<file path="config.mk">
export PLATFORM = sky130hd
export DESIGN_NAME = pwm_tone_decoder
export DESIGN_NICKNAME = d
export VERILOG_FILES = /design/src/rtl/pwm_tone_pkg.sv /design/src/rtl/tone_edge_sync.sv /design/src/rtl/pwm_tone_decoder.sv
export SDC_FILE = /design/constraint.sdc
export NUM_CORES = 1
export LEC_CHECK = 0
export CAP_MARGIN = 15
export CORE_ASPECT_RATIO = 0.6
export CORE_MARGIN = 3
export CORE_UTILIZATION = 38
export DETAILED_ROUTE_END_ITERATION = 10
export SLEW_MARGIN = 15
export SYNTH_ARGS = -nofsm -noshare
export SYNTH_HDL_FRONTEND = slang
export SYNTH_HIERARCHICAL = 1
export SYNTH_SLANG_ARGS = --single-unit
</file>
<file path="constraint.sdc">
create_clock -name clk -period 5.1 [get_ports clk]
set_input_delay 0.765 -clock clk [delete_from_list [all_inputs] [get_ports clk]]
set_output_delay 0.765 -clock clk [all_outputs]
set_load 0.03 [all_outputs]
</file>
<file path="src/rtl/pwm_tone_pkg.sv">
// Shared widths, FSM state type and timing helper for the PWM tone decoder.
package pwm_tone_pkg;

  localparam int PER_W  = 20;
  localparam int DUR_W  = 8;
  localparam int FRAC_W = 23;

  typedef enum logic [1:0] {
    IDLE,
    ACQUIRE,
    TONE
  } state_t;

  // clk cycles in one eighth of a second for a clock of clk_mhz MHz
  function automatic int eighth(input int clk_mhz);
    return clk_mhz * 1_000_000 / 8;
  endfunction

endpackage

</file>
<file path="src/rtl/tone_edge_sync.sv">
// 2-FF synchronizer for an asynchronous tone line with rise/fall pulse outputs.
// Both pulses see the same pipeline depth, so measured intervals are unbiased.
module tone_edge_sync (
  input  logic clk,
  input  logic rst,
  input  logic async_i,
  output logic rise_o,
  output logic fall_o
);

  logic meta_q, sync_q, prev_q;

  always_ff @(posedge clk) begin
    if (rst) begin
      meta_q <= 1'b0;
      sync_q <= 1'b0;
      prev_q <= 1'b0;
    end else begin
      meta_q <= async_i;
      sync_q <= meta_q;
      prev_q <= sync_q;
    end
  end

  assign rise_o = sync_q & ~prev_q;
  assign fall_o = ~sync_q & prev_q;

endmodule

</file>
<file path="src/rtl/pwm_tone_decoder.sv">
// Recovers notes (period, high time, duration in eighth-seconds) from a PWM tone line.
// One registered note_valid pulse per note, 1 clk after the deciding rise or silence timeout.
module pwm_tone_decoder
  import pwm_tone_pkg::*;
#(
  parameter int CLK_FRE     = 50,
  parameter int TOL_SHIFT   = 4,
  parameter int SILENCE_CYC = 1_000_000,
  parameter int EIGHTH_CYC  = eighth(CLK_FRE)
) (
  input  logic             clk,
  input  logic             rst,
  input  logic             tone_in,
  output logic             note_valid,
  output logic [PER_W-1:0] note_period,
  output logic [PER_W-1:0] note_high,
  output logic [DUR_W-1:0] note_eighths,
  output logic             tone_active
);

  localparam logic [FRAC_W-1:0] EIGHTH  = FRAC_W'(EIGHTH_CYC);
  localparam logic [FRAC_W-1:0] HALF    = FRAC_W'(EIGHTH_CYC / 2);
  localparam logic [PER_W-1:0]  SILENCE = PER_W'(SILENCE_CYC);
  localparam logic [PER_W-1:0]  PER_MAX = '1;
  localparam logic [DUR_W-1:0]  DUR_MAX = '1;

  logic rise, fall;

  tone_edge_sync u_sync (
    .clk    (clk),
    .rst    (rst),
    .async_i(tone_in),
    .rise_o (rise),
    .fall_o (fall)
  );

  state_t            state_q, state_d;
  logic [PER_W-1:0]  per_q, hi_q, hi_snap_q, hi_last_q, ref_q;
  logic              hi_run_q;
  logic [FRAC_W-1:0] frac_q, dsnap_frac_q;
  logic [DUR_W-1:0]  whole_q, dsnap_whole_q;

  logic              new_note, take_snap, emit_chg, emit_fin;
  logic [PER_W-1:0]  diff;
  logic              same, timeout, carry;
  logic [FRAC_W-1:0] start_frac;
  logic [DUR_W:0]    fin_sum;
  logic [DUR_W-1:0]  fin_eighths;

  always_comb begin
    diff        = (per_q >= ref_q) ? (per_q - ref_q) : (ref_q - per_q);
    same        = diff <= (ref_q >> TOL_SHIFT);
    timeout     = (per_q == SILENCE) && !rise;
    // The note began one period ago, so that period is already on the clock.
    start_frac  = HALF + FRAC_W'(per_q);
    carry       = ({1'b0, dsnap_frac_q} + (FRAC_W+1)'(ref_q)) >= {1'b0, EIGHTH};
    fin_sum     = {1'b0, dsnap_whole_q} + {{DUR_W{1'b0}}, carry};
    fin_eighths = fin_sum[DUR_W] ? DUR_MAX : fin_sum[DUR_W-1:0];
  end

  always_comb begin
    state_d   = state_q;
    new_note  = 1'b0;
    take_snap = 1'b0;
    emit_chg  = 1'b0;
    emit_fin  = 1'b0;
    case (state_q)
      IDLE: begin
        if (rise) state_d = ACQUIRE;
      end
      ACQUIRE: begin
        if (rise) begin
          state_d  = TONE;
          new_note = 1'b1;
        end else if (timeout) begin
          state_d = IDLE;
        end
      end
      TONE: begin
        if (rise) begin
          if (same) begin
            take_snap = 1'b1;
          end else begin
            emit_chg = 1'b1;
            new_note = 1'b1;
          end
        end else if (timeout) begin
          emit_fin = 1'b1;
          state_d  = IDLE;
        end
      end
      default: state_d = IDLE;
    endcase
  end

  always_ff @(posedge clk) begin
    if (rst) begin
      state_q       <= IDLE;
      per_q         <= '0;
      hi_q          <= '0;
      hi_run_q      <= 1'b0;
      hi_snap_q     <= '0;
      hi_last_q     <= '0;
      ref_q         <= '0;
      frac_q        <= '0;
      whole_q       <= '0;
      dsnap_frac_q  <= '0;
      dsnap_whole_q <= '0;
      note_valid    <= 1'b0;
      note_period   <= '0;
      note_high     <= '0;
      note_eighths  <= '0;
    end else begin
      state_q <= state_d;

      // The rise cycle itself is the first cycle of both the period and the high time.
      if (rise) begin
        per_q     <= 1;
        hi_q      <= 1;
        hi_run_q  <= 1'b1;
        hi_snap_q <= hi_q;
        hi_last_q <= hi_snap_q;
      end else begin
        if (per_q != PER_MAX) per_q <= per_q + 1'b1;
        if (fall) hi_run_q <= 1'b0;
        else if (hi_run_q && hi_q != PER_MAX) hi_q <= hi_q + 1'b1;
      end

      if (new_note) begin
        ref_q   <= per_q;
        frac_q  <= start_frac;
        whole_q <= '0;
      end else if (frac_q == EIGHTH - 1'b1) begin
        frac_q <= '0;
        if (whole_q != DUR_MAX) whole_q <= whole_q + 1'b1;
      end else begin
        frac_q <= frac_q + 1'b1;
      end

      // At a note start the snapshot is what the counter reads had it run since the note began.
      if (new_note) begin
        dsnap_frac_q  <= start_frac - 1'b1;
        dsnap_whole_q <= '0;
      end else if (take_snap) begin
        dsnap_frac_q  <= frac_q;
        dsnap_whole_q <= whole_q;
      end

      note_valid <= emit_chg | emit_fin;
      if (emit_chg) begin
        note_period  <= ref_q;
        note_high    <= hi_last_q;
        note_eighths <= dsnap_whole_q;
      end else if (emit_fin) begin
        note_period  <= ref_q;
        note_high    <= hi_snap_q;
        note_eighths <= fin_eighths;
      end
    end
  end

  assign tone_active = (state_q == TONE);

endmodule
</file>
* Word level (Yosys, flattened, before mapping)
Cells that the tools add are included.
** Storage, ports and cells
- Memory bits (read-only) :: 0
- Bits in writable memories :: 0
- Output and inout port bits :: 50
- Memories :: 0
- Bits in latches :: 0
- Flip-flop bits (word level) :: 217
** Cells by class
- Eq/ne operators :: 10
- Bitwise gates (word level) :: 6
- Reductions and logical operators :: 15
- Magnitude comparators :: 3
- Muxes and demuxes :: 35
- Div/mod/pow operators :: 0
- $add $sub $neg :: 10
- Multipliers :: 0
- Shift-type cells :: 0
** Operators with widths (number)
- $mux W20 :: 5
- $mux W23 :: 4
- $add A20 B1 Y20 const B :: 2
- $ne A20 B20 Y1 const B :: 2
- $sub A20 B20 Y20 :: 2
- $add A23 B20 Y24 :: 1
- $ge A24 B23 Y1 const B :: 1
- $mux W8 :: 3
- $add A22 B20 Y23 const A :: 1
- $add A23 B1 Y23 const B :: 1
- $eq A23 B23 Y1 const B :: 1
- $sub A23 B1 Y23 const B :: 1
- $eq A20 B20 Y1 const B :: 1
- $ge A20 B20 Y1 :: 1
- $le A20 B16 Y1 :: 1
- $mux W1 :: 17
- $reduce_bool A2 Y1 :: 5
- $add A8 B1 Y9 :: 1
- $add A8 B1 Y8 const B :: 1
- $mux W2 :: 4
- $ne A8 B8 Y1 const B :: 1
- $reduce_and A2 Y1 :: 4
- $ne A2 B2 Y1 const B :: 3
- $pmux W2 S3 :: 1
- 10 further kinds :: 15

* Depth between registers and ports, before layout
Gate-level depths: netlist of the first run.
- Word-level depth :: 9
- Mapped depth :: 28
- Gate-level depth less buffers :: 24

* By module
Netlist of the first run, hierarchy kept.
** Modules (own cells, without submodules)
- pwm_tone_decoder :: cells each 1644, instances 1, area each 13396.6 um^2, seq. area each 4284.1 um^2
- tone_edge_sync :: cells each 8, instances 1, area each 91.3 um^2, seq. area each 60.1 um^2

* Least setup slack after synthesis of the first run
Ideal clock, no wire load.
- Path kind :: register -> register
- Start :: register per_q[0]
- End :: register dsnap_frac_q[10]
- Required time :: 4.967 ns
- Cell stages (with the launch flop) :: 27
- Data arrival time :: 5.406 ns
- Clock period less this slack :: 5.538 ns
- Slack :: -0.438 ns
- Cells stage by stage :: dfxtp_1 > inv_1 > ha_1 > inv_1 > fa_1 > a21oi_2 > o211ai_1 > a31oi_4 > a221oi_4 > a21oi_1 > buf_2 > buf_1 > mux2_2 > a31oi_1 > xnor2_1 > ha_1 > a21oi_1 > o21ai_0 > a2111oi_0 > o211ai_1 > o311ai_0 > o21ai_1 > or4b_1 > buf_2 > buf_6 > mux2i_1 > a21oi_1
** On the way
- Cells in the longest elaborated chain, start to end :: 7
** Ends and longest elaborated chain
- from (decl) :: RTL line pwm_tone_decoder.sv:38 : logic [PER_W-1:0] per_q, hi_q, hi_snap_q, hi_last_q, ref_q;
- from (signal assigned) :: RTL line pwm_tone_decoder.sv:124 : if (per_q != PER_MAX) per_q <= per_q + 1'b1;
- $sub A20 B20 Y20 or $ge A20 B20 Y1 (tied branches) :: RTL line pwm_tone_decoder.sv:51 : diff = (per_q >= ref_q) ? (per_q - ref_q) : (ref_q - per_q);
- $mux W20 :: RTL line pwm_tone_decoder.sv:51
- $le A20 B16 Y1 :: RTL line pwm_tone_decoder.sv:52 : same = diff <= (ref_q >> TOL_SHIFT);
- $mux W1 :: RTL line pwm_tone_decoder.sv:81 : if (same) begin
- $mux W1 :: RTL line pwm_tone_decoder.sv:80 : if (rise) begin
- $pmux W1 S2 or $mux W1 (tied branches) :: RTL line pwm_tone_decoder.sv:67 : case (state_q)
- $mux W23 or $reduce_bool A2 Y1 (tied branches)
- to (signal assigned) :: RTL line pwm_tone_decoder.sv:142 : dsnap_frac_q <= start_frac - 1'b1;
- to (signal assigned) :: RTL line pwm_tone_decoder.sv:145 : dsnap_frac_q <= frac_q;
- to (decl) :: RTL line pwm_tone_decoder.sv:40 : logic [FRAC_W-1:0] frac_q, dsnap_frac_q;
Parallel ways exist; a longest one is shown, timed or not.
A chain may end at the register's enable or synchronous reset.

* Worst setup path after layout of the first run
- Start :: register per_q[0]
- End :: register dsnap_frac_q[21]
Same word-level chain as after synthesis.

==> out/qor.csv, run 1 <==
stage,metric,value,unit
finish,Sequential Area,4350,sq um
route,DRC errors left,0,
hold_path,worst hold path class,flop to flop,
place,placed cells,2240,
clock_network,CTS tree,yes,
finish,layout cells sized above 1,0.230,
yosys,Compound-Gate Fraction of Synth Area,0.193,
finish,area grow syn2layout,32.9,%
timing,final setup vio count,44,
yosys,mux share of post-synthesis cell area,0.0627,
global_routing,Overflow after GRT,0,
yosys,Synth area leader,dfxtp_1,
global_routing,GRT Total Usage,0.223,
timing,Slew Limit Fails,0,
yosys,ys flop type,dfxtp_1,
timing,Slew HR,0.0873,
global_routing,first-pass GRT wire length,69000,microns
route,DRT Pass-1 Iters,5,
clock_network,Clock transition at path regs,0.07,ns
timing,RSZ-0062 raised after global routing,true,
finish,most frequent cells in the layout,"dfxtp_1, nor2_1, buf_4, nand2_1, a21oi_1",
yosys,Synth Instances,1652,
yosys,count of cell types in the netlist,77,
global_routing,largest net degree at the start of global routing,78,
finish,share of the core filled with cells,0.522,
yosys,Ys Warns,6,
yosys,Post-Synth XOR/XNOR Area,0.0747,
timing,setup ws final,-0.0694,ns
route,WL final,45800,microns
status,failing checks,negative setup slack,
power,maximum vdd drop,182,uV
floorplanning,die width,249,microns
yosys,number of synthesized register bits,217,
clock_network,total CTS buffers,23,
place,DP Area,15700,sq um
clock_network,root buffer cell,clkbuf_16,
critical_path,"Req. time, crit path",5.48,ns
critical_path,Arrival @ worst endpoint,5.55,ns
yosys,Post-Synth Adder-Cell Area,0.0861,
flow_run,max-cap viol count,0,
hold_path,Hold Path Cell Cnt,2,
yosys,Syn Area/Cell,8.16,sq um
finish,"most common cell after layout, fill and taps aside",dfxtp_1,
critical_path,CP Class,flop to flop,
clock_network,TritonCTS Sinks,217,
floorplanning,Site Rows,52,
yosys,Post-Syn Area,13500,sq um
timing,Period minus WS final,5.17,ns
route,1st-iter DRT viols,1287,
route,post-route ant nets,0,
clock_network,worst-case clock buffer depth,3,
status,status,"complete, but fails checks",
finish,fin cells,2332,
yosys,Syn Nets,1746,
route,Avg Vias per Cell,5.65,
timing,"Hold Violations, Final",0,
timing,setup_tns,-1.53,ns
yosys,synth top area cells,"dfxtp_1, ha_1, mux2i_1",
clock_network,"Clk Latency, worst-skew pair",0.53,ns
yosys,register area share after synthesis,0.322,
route,vias,13200,
place,GP Congestion,0.947,
finish,filler cell count,3212,
timing,post-route clock skew,0.0287,ns
floorplanning,DIE HEIGHT,152,microns
yosys,Yosys top cell area share,0.322,
power,Pwr Density,241,nW/um^2
global_routing,initial antenna violation count,0,
floorplanning,core area,34400,sq um
clock_network,H-tree level count,1,
yosys,largest family of logic cells by synthesized area,simple AND/OR/NAND/NOR gates,
yosys,Synth Area in Simple Gates,0.208,
critical_path,CP endpoint kind,flop,
critical_path,startpoint types,flop,
finish,Multi-input gate area,9150,sq um
floorplanning,I/O pin cnt,53,
yosys,"EDFF count, synth",0,
place,I/O Buffers,52,
finish,Final nets,1951,
floorplanning,die area,37900,sq um
timing,Slew @ Worst Pin,1.36,ns
route,wire length per cell,19.6,microns
global_routing,vias in the first global route,12000,
critical_path,CP max FO,8,
yosys,async set or reset register ratio after synthesis,0,
floorplanning,initial core utilization,0.393,
place,Final HPWL DP,32200,microns
power,leakage power,0.00711,uW
finish,final instance area,17900,sq um
finish,Ant. Diodes,0,
timing,crit share post-route,1.01,
timing,fmax,193,MHz
critical_path,FF-to-FF path depth,26,
==> layout make-up <==
cell class,instances,share of cell area
clock inverter,11,0.00544
multi-input combinational,1261,0.511
sequential,217,0.243
timing repair buffer,282,0.158
clock buffer,30,0.0358
inverter,72,0.0152
tap,459,0.0320
==> flip-flops by register name, summed over array words and instances (netlist names) <==
name	cells
dsnap_frac_q	23
note_valid	1
ref_q	20
note_period	20
u_sync/meta_q	1
note_high	20
u_sync/sync_q	1
whole_q	8
hi_snap_q	20
dsnap_whole_q	8
hi_last_q	20
u_sync/prev_q	1
state_q	2
hi_run_q	1
per_q	20
frac_q	23
hi_q	20
note_eighths	8
==> Yosys cell counts (all sizes together), types with 16 or more instances <==
cell type    n
or3         40
a21oi      134
dfxtp      217
nand3       53
nand4       49
nor3        25
inv         67
xnor2       73
o31ai       46
and2        16
ha          88
nor2b       19
clkbuf      69
buf         33
o21ai       71
xor2        42
a311oi      21
mux2i       80
nor2       194
nand2      111
==> stage by stage <==
stage	worst slack (ns)	power, uW	hold slack (ns)
2_1_floorplan	0.00854	2080	0.414
3_3_place_gp	-0.171	2290	0.437
3_5_place_dp	-0.364	2300	0.446
4_1_cts	-0.152	4000	0.467
5_1_grt	-0.280	4470	0.485
6_report	-0.0694	4330	0.465
==> path summary, 6_finish.rpt <==
check | endpoint | slack [ns] | from
max | dsnap_frac_q[21]$_SDFFE_PP0P_ | -0.07 | per_q[0]$_SDFFE_PP0P_
max reg2reg | dsnap_frac_q[21]$_SDFFE_PP0P_ | -0.07 | per_q[0]$_SDFFE_PP0P_
min | note_eighths[5]$_SDFFE_PP0P_ | 0.46 | note_eighths[5]$_SDFFE_PP0P_
min reg2reg | note_eighths[5]$_SDFFE_PP0P_ | 0.46 | note_eighths[5]$_SDFFE_PP0P_
==> repair_timing <==
action,CTS,global route
cloned,7,11
endpoints found under the setup margin,129,131
hold buffers,0,0
buffers inserted,19,21
pin swaps,52,109
resized for setup,63,161
==> cells by family after synthesis <==
| kind of cell | after synthesis |
|---|---|
| AOI/OAI and AO/OA | 395 |
| xor gates and xnor gates | 115 |
| muxes | 84 |
| and+or+nand+nor | 576 |
| buffers and inverters | 174 |
| adders and majority gates | 91 |
| DFF | 217 |
==> layer usage <==
layer | global-route usage | routed length (microns) | vias up
met3 | 0.0321 | 3710 | 42
met1 | 0.378 | 23900 | 6317
met4 | 0.0320 | 636 | 0
li1 | - | - | 6353
met5 | 0 | 0 | -
met2 | 0.293 | 17600 | 463
==> critical path: stages (launching register included) <==
cell,delay [ns]
dfxtp_2,0.33
inv_2,0.07
ha_4,0.13
inv_2,0.04
fa_2,0.42
a21oi_4,0.16
o211ai_1,0.11
buf_4,0.18
a31oi_4,0.16
a221oi_4,0.10
a21oi_4,0.18
buf_12,0.15
mux2i_1,0.21
o21ai_2,0.08
a221oi_2,0.27
xnor2_1,0.15
ha_1,0.27
a21o_1,0.16
a221o_1,0.29
nand2_1,0.09
o211ai_1,0.10
o311ai_1,0.10
o21ai_1,0.15
or4b_4,0.65
buf_12,0.21
mux2i_1,0.16
a21oi_1,0.09
==> where the power goes <==
group	total [uW]	leakage, uW	switching, uW	internal [uW]
clock network	1690	0.000367	741	944
logic	931	0.00499	455	476
registers	1710	0.00175	8.15	1700
Power figures use the tool's default switching activity.
==> run 2, diff against run 1 <==
Settings changed: CORE_ASPECT_RATIO 0.6 to not set, MAX_ROUTING_LAYER set to met4, SYNTH_HIERARCHICAL 1 to not set.
==> run 2 against run 1 <==
Effect of this change:
- the run now ends clean
- sequential share of layout area rose by 2.2 points
- critical endpoint is now dsnap_frac_q[13]$_SDFFE_PP0P_
- global-route usage fell by 2.0 points
- synthesized cell count fell by 0.85%
- area after synthesis fell by 0.61%
- flip-flop and latch count did not move
- power fell by 7.6%
- cell area fell by 8.2%
- critical path depth rose by 1
- critical path type unchanged
==> out/qor.csv, run 2 <==
stage,metric,value,unit,change
route,DRT Pass-1 Iters,5,,unchanged
floorplanning,DIE HEIGHT,194,microns,+28%
status,status,"complete, no violations",,
place,GP Congestion,0.946,,-0.15%
route,DRC errors left,0,,unchanged
yosys,async set or reset register ratio after synthesis,0,,unchanged
route,1st-iter DRT viols,736,,-43%
finish,Final nets,1855,,-4.9%
critical_path,"Req. time, crit path",5.56,ns,+0.08 ns
global_routing,Overflow after GRT,0,,unchanged
floorplanning,initial core utilization,0.387,,-0.00551
global_routing,largest net degree at the start of global routing,67,,-14%
global_routing,first-pass GRT wire length,62200,microns,-9.8%
timing,post-route clock skew,0.0306,ns,+0.00189 ns
timing,setup_tns,0,ns,+1.53 ns
critical_path,CP max FO,8,,unchanged
route,vias,12200,,-7.5%
clock_network,total CTS buffers,25,,+8.7%
place,placed cells,2172,,-3.0%
finish,top flop regs,"dsnap_frac_q (23), frac_q (23)",,
floorplanning,die area,37600,sq um,-0.79%
yosys,count of cell types in the netlist,78,,+1.3%
global_routing,GRT Total Usage,0.204,,-0.0197
yosys,Synth area leader,dfxtp_1,,
yosys,register area share after synthesis,0.324,,+0.00198
yosys,Ys Warns,0,,-6
timing,"Hold Violations, Final",0,,unchanged
yosys,number of synthesized register bits,217,,unchanged
floorplanning,I/O pin cnt,53,,unchanged
finish,Ant. Diodes,0,,unchanged
yosys,synth top area cells,"dfxtp_1, mux2i_1, ha_1",,
clock_network,hold buffers post-CTS,0,,unchanged
timing,Slew @ Worst Pin,0.823,ns,-0.541 ns
timing,Period minus WS final,4.91,ns,-0.256 ns
clock_network,CTS tree,yes,,
critical_path,CP endpoint kind,flop,,
clock_network,TritonCTS Sinks,217,,unchanged
timing,fmax,204,MHz,+5.2%
yosys,Synth Instances,1638,,-0.85%
finish,filler cell count,3327,,+3.6%
route,post-route ant nets,0,,unchanged
power,maximum vdd drop,284,uV,+56%
clock_network,worst-case clock buffer depth,3,,unchanged
critical_path,Arrival @ worst endpoint,5.37,ns,-0.18 ns
power,Pwr Density,243,nW/um^2,+0.60%
yosys,most frequent cell after synthesis,dfxtp_1,,
finish,"most common cell after layout, fill and taps aside",dfxtp_1,,
global_routing,initial antenna violation count,0,,unchanged
finish,most frequent cells in the layout,"dfxtp_1, nor2_1, nand2_1, a21oi_1, buf_4",,
flow_run,max-cap viol count,0,,unchanged
place,I/O Buffers,52,,unchanged
floorplanning,core area,34600,sq um,+0.80%
critical_path,"CP delay by family, top",compound AO/OA/AOI/OAI gates,,
route,wire length per cell,17.5,microns,-11%
timing,crit share post-route,0.963,,-0.0501
critical_path,startpoint types,flop,,
finish,fin cells,2230,,-4.4%
place,Final HPWL DP,29100,microns,-9.8%
clock_network,Clock transition at path regs,0.06,ns,about the same
timing,Slew Limit Fails,0,,unchanged
timing,Slew HR,0.447,,+0.360
yosys,ys flop type,dfxtp_1,,
yosys,most frequent cells after synthesis,"dfxtp_1, nor2_1, nand2_1, a21oi_1, mux2i_1",,
hold_path,worst hold path class,flop to flop,,
yosys,Yosys top cell area share,0.324,,+0.00198
clock_network,root buffer cell,clkbuf_16,,
yosys,"EDFF count, synth",0,,unchanged
yosys,Syn Area/Cell,8.18,sq um,+0.24%
global_routing,vias in the first global route,11400,,-4.3%
power,leakage power,0.00650,uW,-8.6%
route,Avg Vias per Cell,5.47,,-3.2%
critical_path,Worst path slowest cell,mux2_4,,
critical_path,CP dominant cell by count,buf_4,,
timing,final setup vio count,0,,-100%
floorplanning,Site Rows,68,,+31%
finish,area grow syn2layout,22.8,%,
yosys,Post-Syn Area,13400,sq um,-0.61%
critical_path,WP buf/inv,8,,+3
finish,layout cells sized above 1,0.146,,-0.0836
floorplanning,die width,194,microns,-22%
route,WL final,38900,microns,-15%
critical_path,CP Class,flop to flop,,
clock_network,"Clk Latency, worst-skew pair",0.55,ns,+0.02 ns
critical_path,"slowest stage delay, CP",0.34,ns,-0.31 ns
clock_network,H-tree level count,1,,unchanged
yosys,Syn Nets,1735,,-0.63%
-- run 2: cell count changes after synthesis, sizes merged, moves of 9 or more --
cell / previous run / this run
and2: 16 / 7
nand4: 49 / 29
o21bai: 12 / 2
or3: 40 / 13
o31ai: 46 / 10
a211oi: 9 / 42
a311oi: 21 / 4
nand2: 111 / 149
buf: 33 / 44
a21o: 11 / 26
mux2i: 80 / 114
clkbuf: 69 / 51
-- run 2: worst reg2reg max path, delay by kind of cell (launching register included) --
family          cells  cell delay (ns)
mux                 1             0.35
buf+inv             8             1.01
compound gates     11             2.12
xor+xnor            1             0.07
fa+ha+maj           2             0.49
flops               1             0.32
simple gates        4             0.45
-- run 2: layout make-up --
type	instances	area (sq um)	area share
Clock buffer	37	761	0.0462
Inverter	64	240	0.0146
Sequential cell	217	4350	0.264
Timing Repair Buffer	188	1730	0.105
Multi-Input combinational cell	1262	8710	0.529
Tap cell	455	569	0.0346
Clock inverter	7	106	0.00646
-- run 2: logic make-up after synthesis --
| logic type | count (synthesis) | synth area share |
|---|---|---|
| adders and majority gates | 94 | 0.0894 |
| xor gates and xnor gates | 109 | 0.0712 |
| buffers and inverters | 159 | 0.0507 |
| DFF | 217 | 0.324 |
| muxes | 116 | 0.0868 |
| and+or+nand+nor | 563 | 0.197 |
| AOI/OAI and AO/OA | 380 | 0.181 |
-- run 2: power by group --
group,total (uW),leakage [uW],internal (uW),switching [uW]
registers,1710,0.00175,1700,7.11
clock network,1880,0.000427,1140,742
logic,412,0.00432,179,233
total,4000,0.00650,3020,982
-- run 2: what timing repair did --
| action | 4_1_cts | 5_1_grt |
|---|---|---|
| pin swaps | 3 | 26 |
| setup buffers | 2 | 9 |
| gates cloned | 0 | 3 |
| setup endpoints to repair | 85 | 131 |
| resized for setup | 8 | 62 |
-- run 2: layer usage --
| metal | vias to the layer above | GRT usage | share of wire | routed length, microns |
|---|---|---|---|---|
| met5 | - | - | 0 | 0 |
| met4 | 0 | 0.0402 | 0.021 | 801 |
| met3 | 52 | 0.0328 | 0.050 | 1950 |
| met2 | 277 | 0.321 | 0.46 | 17800 |
| met1 | 5809 | 0.279 | 0.47 | 18400 |
| li1 | 6052 | - | - | - |
-- run 2: path summary, 6_finish.rpt --
path,from,endpoint,slack [ns],cells after the start
max reg2reg,per_q[7]$_SDFFE_PP0P_,dsnap_frac_q[13]$_SDFFE_PP0P_,0.19,27
min reg2reg,note_eighths[2]$_SDFFE_PP0P_,note_eighths[2]$_SDFFE_PP0P_,0.45,2
max,per_q[7]$_SDFFE_PP0P_,dsnap_frac_q[13]$_SDFFE_PP0P_,0.19,27
min,note_eighths[2]$_SDFFE_PP0P_,note_eighths[2]$_SDFFE_PP0P_,0.45,2
-- run 2: through the flow --
step	cell area (sq um)	setup slack [ns]	utilization	hold slack (ns)	power, uW
3_5_place_dp	15100	-0.0851	0.436	0.446	2100
5_1_grt	16500	-0.0544	0.476	0.472	4150
3_3_place_gp	15100	-0.0361	0.436	0.436	2100
4_1_cts	16000	0.0153	0.463	0.454	4020
2_1_floorplan	13400	0.0244	-	0.414	1980
6_report	16500	0.186	0.476	0.450	4000
